`src/rtl/lsu.sv`:
```
// Load/store unit: one request at a time through IDLE -> ACCESS -> RESP.
// Faulting requests go straight to RESP and never touch memory.
module lsu #(
  parameter int ADDR_LIMIT = 1024
) (
  input  logic        clk,
  input  logic        rst,
  input  logic        req_valid,
  output logic        req_ready,
  input  logic        req_we,
  input  logic [1:0]  req_size,
  input  logic        req_signed,
  input  logic [31:0] req_addr,
  input  logic [31:0] req_wdata,
  output logic        rsp_valid,
  input  logic        rsp_ready,
  output logic [31:0] rsp_rdata,
  output logic        rsp_fault,
  output logic [31:0] mem_addr,
  output logic [31:0] mem_wrdata,
  output logic [3:0]  mem_wrstb,
  input  logic [31:0] mem_rddata
);
  typedef enum logic [1:0] {IDLE, ACCESS, RESP} state_t;

  localparam logic [32:0] LIMIT = 33'(ADDR_LIMIT);

  state_t      state;
  logic        we_q, sgn_q;
  logic [1:0]  size_q, lo_q;
  logic        fault;
  logic [3:0]  strb;
  logic [31:0] wrdata, shifted, ldata;

  always_comb begin
    fault = 1'b0;
    case (req_size)
      2'b01:   fault = req_addr[0];
      2'b10:   fault = |req_addr[1:0];
      2'b11:   fault = 1'b1;
      default: fault = 1'b0;
    endcase
    if ({1'b0, req_addr} >= LIMIT) fault = 1'b1;
  end

  // Lane strobes and lane-replicated data are built from the live request
  // so they can be registered straight into the ACCESS cycle.
  always_comb begin
    case (req_size)
      2'b00:   begin strb = 4'b0001 << req_addr[1:0]; wrdata = {4{req_wdata[7:0]}};  end
      2'b01:   begin strb = 4'b0011 << req_addr[1:0]; wrdata = {2{req_wdata[15:0]}}; end
      default: begin strb = 4'b1111;                  wrdata = req_wdata;            end
    endcase
  end

  always_comb begin
    shifted = mem_rddata >> {lo_q, 3'b000};
    case (size_q)
      2'b00:   ldata = sgn_q ? {{24{shifted[7]}},  shifted[7:0]}  : {24'b0, shifted[7:0]};
      2'b01:   ldata = sgn_q ? {{16{shifted[15]}}, shifted[15:0]} : {16'b0, shifted[15:0]};
      default: ldata = shifted;
    endcase
  end

  always_ff @(posedge clk or posedge rst) begin
    if (rst) begin
      state      <= IDLE;
      req_ready  <= 1'b1;
      rsp_valid  <= 1'b0;
      rsp_rdata  <= '0;
      rsp_fault  <= 1'b0;
      mem_addr   <= '0;
      mem_wrdata <= '0;
      mem_wrstb  <= '0;
      we_q       <= 1'b0;
      sgn_q      <= 1'b0;
      size_q     <= '0;
      lo_q       <= '0;
    end else begin
      case (state)
        IDLE: if (req_valid) begin
          we_q      <= req_we;
          sgn_q     <= req_signed;
          size_q    <= req_size;
          lo_q      <= req_addr[1:0];
          req_ready <= 1'b0;
          if (fault) begin
            state     <= RESP;
            rsp_valid <= 1'b1;
            rsp_fault <= 1'b1;
            rsp_rdata <= '0;
          end else begin
            state      <= ACCESS;
            mem_addr   <= {req_addr[31:2], 2'b00};
            mem_wrdata <= wrdata;
            mem_wrstb  <= req_we ? strb : 4'b0000;
          end
        end
        ACCESS: begin
          state     <= RESP;
          mem_wrstb <= 4'b0000;
          rsp_valid <= 1'b1;
          rsp_fault <= 1'b0;
          rsp_rdata <= we_q ? 32'b0 : ldata;
        end
        RESP: if (rsp_ready) begin
          state     <= IDLE;
          rsp_valid <= 1'b0;
          req_ready <= 1'b1;
        end
        default: state <= IDLE;
      endcase
    end
  end
endmodule

```
`config.mk`:
```
export PLATFORM = sky130hd
export DESIGN_NAME = lsu
export DESIGN_NICKNAME = d
export VERILOG_FILES = /design/src/rtl/lsu.sv
export SDC_FILE = /design/constraint.sdc
export NUM_CORES = 1
export LEC_CHECK = 0
export CAP_MARGIN = 20
export CORE_MARGIN = 3
export CORE_UTILIZATION = 30
export DETAILED_ROUTE_END_ITERATION = 10
export PLACE_DENSITY = 0.55
export SYNTH_ARGS = -nofsm -noshare
export SYNTH_HDL_FRONTEND = slang
export SYNTH_SLANG_ARGS = --single-unit
```
`constraint.sdc`:
```
create_clock -name clk -period 11.1 [get_ports clk]
set_input_delay 2.775 -clock clk [delete_from_list [all_inputs] [get_ports clk]]
set_output_delay 2.775 -clock clk [all_outputs]
set_load 0.01 [all_outputs]
```
# Word-level counts from Yosys, hierarchy flattened
# Index checks and enable logic that the tools add are counted.
[classes]
mux = 27
eq_ne = 10
shifts = 3
magnitude_cmp = 1
n_bitwise = 1
n_reduce_logical = 14
[ops]
columns = ["cell", "n"]
rows = [
  ["$pmux 32 s2", 3],
  ["$mux 32", 5],
  ["$ge 32x11->1 const B", 1],
  ["$shr 32x5->32", 1],
  ["$pmux 4 s2", 2],
  ["$mux 4", 3],
  ["$reduce_and 3->1", 4],
  ["$ne 2x2->1 const B", 4],
  ["$eq 2x1->1 const B", 3],
  ["$eq 2x2->1 const B", 3],
  ["$logic_not 2->1", 3],
  ["$mux 1", 6],
  ["$mux 2", 3],
  ["$pmux 1 s3", 2],
  ["$pmux 2 s3", 1],
  ["$pmux 1 s2", 2],
  ["$reduce_and 2->1", 2],
  ["$reduce_and 4->1", 1],
  ["$reduce_bool 2->1", 2],
  ["$shl 1x2->4 const A", 1],
  ["$shl 2x2->4 const A", 1],
  ["$reduce_bool 3->1", 1],
  ["$reduce_or 2->1", 1],
  ["$not 1->1", 1],
]
[totals]
ff_bits = 109
output_inout_bits = 103

# Longest topological paths before layout
[depth]
ltp_word = 6
depth_mapped = 8

# Least setup slack after synthesis
# No wires, ideal clock.
[synth_timing]
path_type = "input port to flip-flop"
startpoint = "in req_addr[13]"
endpoint = "reg mem_wrdata[0]"
slack_ns = 6.882
arrival_time_ns = 4.093
n_path_buf = 1
cell_stages = 5
path_cell_list = "nor4_1 nand4_1 nor3_4 buf_6 mux2_2"
[synth_via]
elab_chain_len = 4
[synth_rtl]
columns = ["element", "line_no", "text"]
rows = [
  ["start, declared", "13", "input logic [31:0] req_addr,"],
  ["$ge 32x11->1", "43", "if ({1'b0, req_addr} >= LIMIT) fault = 1'b1;"],
  ["$mux 1", "43", ""],
  ["$not 1->1 (no line)", "--", ""],
  ["$reduce_and 3->1 (no line)", "--", ""],
  ["end signal, assigned", "95", "mem_wrdata <= wrdata;"],
  ["end, declared", "20", "output logic [31:0] mem_wrdata,"],
]
# Every way passes these cells.
# A chain may end at the register's enable or synchronous reset.

# Final worst setup path
[layout_timing]
startpoint = "in req_addr[28]"
endpoint = "reg mem_wrdata[3]"
# Same word-level chain as after synthesis.

==> flow_metrics.env <==
export IMPL_timing_hold_worst_start="we_q"
export IMPL_final_net_count=765
export IMPL_timing_rr_end="mem_wrdata[3]"
export IMPL_reg2reg_from="state[1]"
export IMPL_antenna_found_initial=0
export IMPL_synthFlopType="dfrtp_1"
export IMPL_sequential_element_share_of_the_synthesized_area=0.514
export IMPL_tritoncts_num_sinks=109
export IMPL_p_int_w=0.000726
export IMPL_core_occupancy_in_the_finished_layout=0.453
export IMPL_crit_path_max_fo=87
export IMPL_maxUsedRoutingLayer="met4"
export IMPL_power_share_switching=0.308
export IMPL_grt_total_ovfl=0
export IMPL_finalCritPeriodShare=0.449
export IMPL_dieArea_um2=19300
export IMPL_postLayoutCellArea_um2=7830
export IMPL_placeableCoreArea_um2=17300
export IMPL_timing_critical_path_required_ps=11330
export IMPL_share_clk_of_total_power=0.323
export IMPL_grt_usage=0.160
export IMPL_p_per_area_nw_per_um2=134
export IMPL_average_routed_wire_per_standard_cell_um=17.3
export IMPL_worstHoldEndpoint="we_q"
export IMPL_hpwl_detailed_um=11200
export IMPL_setup_viol=0
export IMPL_synth_edf_count=0
export IMPL_outcome="completed"
export IMPL_max_slew_margin_rel=0.322
export IMPL_tightestPinTransition_ps=1020
export IMPL_ir_worst_vdd_mv=0.0705
export IMPL_syn_area_um2=5310
export IMPL_area_added_between_synthesis_and_finish_pct=47.4
export IMPL_synth_ff_latch_count=109
export IMPL_timing_final_ws_setup_ps=6110
export IMPL_detail_route_wirelength_um=15400
export IMPL_post_route_drc_count=0
export IMPL_cts_hold_buf=0
export IMPL_synth_largest_area_cell="dfrtp_1"
export IMPL_startpoint="req_addr[28]"
export IMPL_grt_max_degree=88
export IMPL_cts_htree_levels=3
export IMPL_met1Wirelength_um=6620
export IMPL_cts_repair_resize_count=0
export IMPL_netlist_area_leader_share=0.509
export IMPL_dr_first_iter_drc_count=161
export IMPL_drt_pass1_iter_count=4
export IMPL_worst_r2r_cell_count=6
export IMPL_die_width_um=139
export IMPL_cell_rows=48
export IMPL_boundaryPins=207
export IMPL_async_reset_ff_frac=1.00
export IMPL_detail_route_vias_per_cell=4.77
export IMPL_path_clk_slew_ps=70
export IMPL_timing_final_hold_violations=0
export IMPL_buffer_ports_inserted=204
export IMPL_antenna_cells=0
export IMPL_met2_length_um=6960
export IMPL_postPlaceCellArea_um2=7490
export IMPL_final_layout_size_suffix_gt1_frac=0.140
export IMPL_setup_fix_bufs_post_cts=0
export IMPL_fin_setup_tns_ps=0
export IMPL_setup_worst_path_class="primary input to flop"
export IMPL_gp_congestion=0.794
export IMPL_p_seq_frac=0.424
export IMPL_route_met3_wl_um=1580
export IMPL_grt_setup_unrepaired="false"
export IMPL_synthDistinctLibCells=41
export IMPL_cts_tree="done"
export IMPL_maxCapViolations=0
export IMPL_hold_path_cell_count=1
export IMPL_post_place_ws_ps=5610
export IMPL_timing_hold_worst_class="flop to flop"
export IMPL_slew_viol_final=0
export IMPL_fmax_mhz=201
export IMPL_clock_tree_buffer_depth=2
export IMPL_crit_arrival_ps=5220
export IMPL_floorplan_die_height_um=139
export IMPL_critPathCaptureType="flop"
export IMPL_finClkSkew_ps=6.24
export IMPL_cts_buffers=9
export IMPL_dr_total_vias=4239
export IMPL_startpoint_type="primary input"
export IMPL_yosys_warnings=0
export IMPL_p_switching_w=0.000323
export IMPL_grt_first_pass_wirelength_um=24900
export IMPL_root_buffer="clkbuf_16"
export IMPL_rrSetupSlack_ps=8500
export IMPL_route_antenna_remaining_nets=0
export IMPL_synth_area_leaders="dfrtp_1 51%, mux2_2 11%, mux2i_1 9.6%, nor2b_1 3.9%, nor2_1 2.8%"
export IMPL_synth_cells=465
export IMPL_grt_pass1_vias=4624
export IMPL_cellLeakagePower_nw=3.47
export IMPL_combinationalPowerShare=0.253
export IMPL_start_util=0.307
export IMPL_final_min_clock_period_ps=4990
export IMPL_syn_avg_cell_area_um2=11.4
export IMPL_clock_latency_ps=360
-- logic make-up after synthesis --
family / count (synthesis) / synth area share
muxes: 107 / 0.217
buffers and inverters: 46 / 0.0483
AOI/OAI and AO/OA: 90 / 0.110
DFF: 109 / 0.514
adders and majority gates: 3 / 0.00707
other: 1 / 0.000706
and+or+nand+nor: 109 / 0.103
-- through the flow --
| step | power [W] | hold WS, ps | cells |
|---|---|---|---|
| floorplan | 0.000631 | 470 | 466 |
| global placement | 0.000709 | 471 | 871 |
| detailed placement | 0.000713 | 482 | 871 |
| CTS | 0.00106 | 504 | 887 |
| global route | 0.00111 | 523 | 888 |
| finish | 0.00105 | 500 | 888 |
-- critical path, cell delays in order --
cell and delay [ps]:
clkdlybuf4s50_1 400, nor4_1 270, nand4_1 280, nor3_4 220
buf_4 720, mux2_2 430
-- synth_stat cells, types with 2 or more instances --
cell type  count
nor3_1         2
buf_1          2
nor4_1         5
clkbuf_1       6
a211oi_1      19
nand2b_1       3
mux2_2        54
nor2_1        40
nand2_1       18
nand3_1        2
a21oi_1       18
nor2b_1       33
buf_6          8
dfrtp_1      108
inv_1         17
buf_2         10
a21oi_2       10
buf_4          3
o31ai_1        2
mux2i_1       51
ha_1           3
o21ai_0       28
o211ai_1       5
-- final cells by class --
type	count	area, um^2
clock inverter	7	92.6
clock buffer	9	225
inverter	17	66.3
tap	225	282
sequential	109	2730
fill	1644	9470
multi-input combinational	311	2340
timing repair buffer	210	2100
-- cells in the final DEF (no fill, tap or decap), drive strengths merged, types with 2 or more instances in the layout --
cell           instances
dfrtp                108
nor4                   5
mux2i                 51
clkdlybuf4s50        204
buf                    6
mux2                  55
nor3                   3
o31ai                  2
clkinv                 4
o211ai                 6
nand2b                 3
nor2                  40
o21ai                 29
inv                   19
ha                     3
conb                   2
nor2b                 33
a21oi                 28
nand2                 19
clkbuf                 9
nand3                  2
a211oi                19
-- worst max path at each step --
stage / depth (start not counted) / to
CTS: 7 / rsp_rdata[5]
global placement: 7 / rsp_rdata[17]
detailed placement: 7 / rsp_rdata[5]
global route: 7 / mem_wrdata[7]
floorplan: 1 / lo_q[0]
finish: 6 / mem_wrdata[3]
-- layer usage --
layer,vias up,track usage
met5,-,0
met4,0,0.0489
met3,14,0.0669
met2,166,0.254
met1,2046,0.199
li1,2013,-
-- registers in the layout, indices dropped and copies added, names as in the netlist --
name and flops:
rsp_fault 1, req_ready 1, we_q 1, lo_q 2, rsp_valid 1, rsp_rdata 32
size_q 2, mem_wrstb 4, mem_wrdata 32, mem_addr 30, sgn_q 1, state 2
-- power by group through the flow --
stage | registers [W] | logic [W] | clock network, W
floorplan | 0.000433 | 0.000198 | 0
global placement | 0.000452 | 0.000257 | 0
detailed placement | 0.000452 | 0.000261 | 0
CTS | 0.000446 | 0.000262 | 0.000353
global route | 0.000451 | 0.000288 | 0.000368
finish | 0.000445 | 0.000265 | 0.000339
Note: power is estimated with default switching activity, not from simulation.
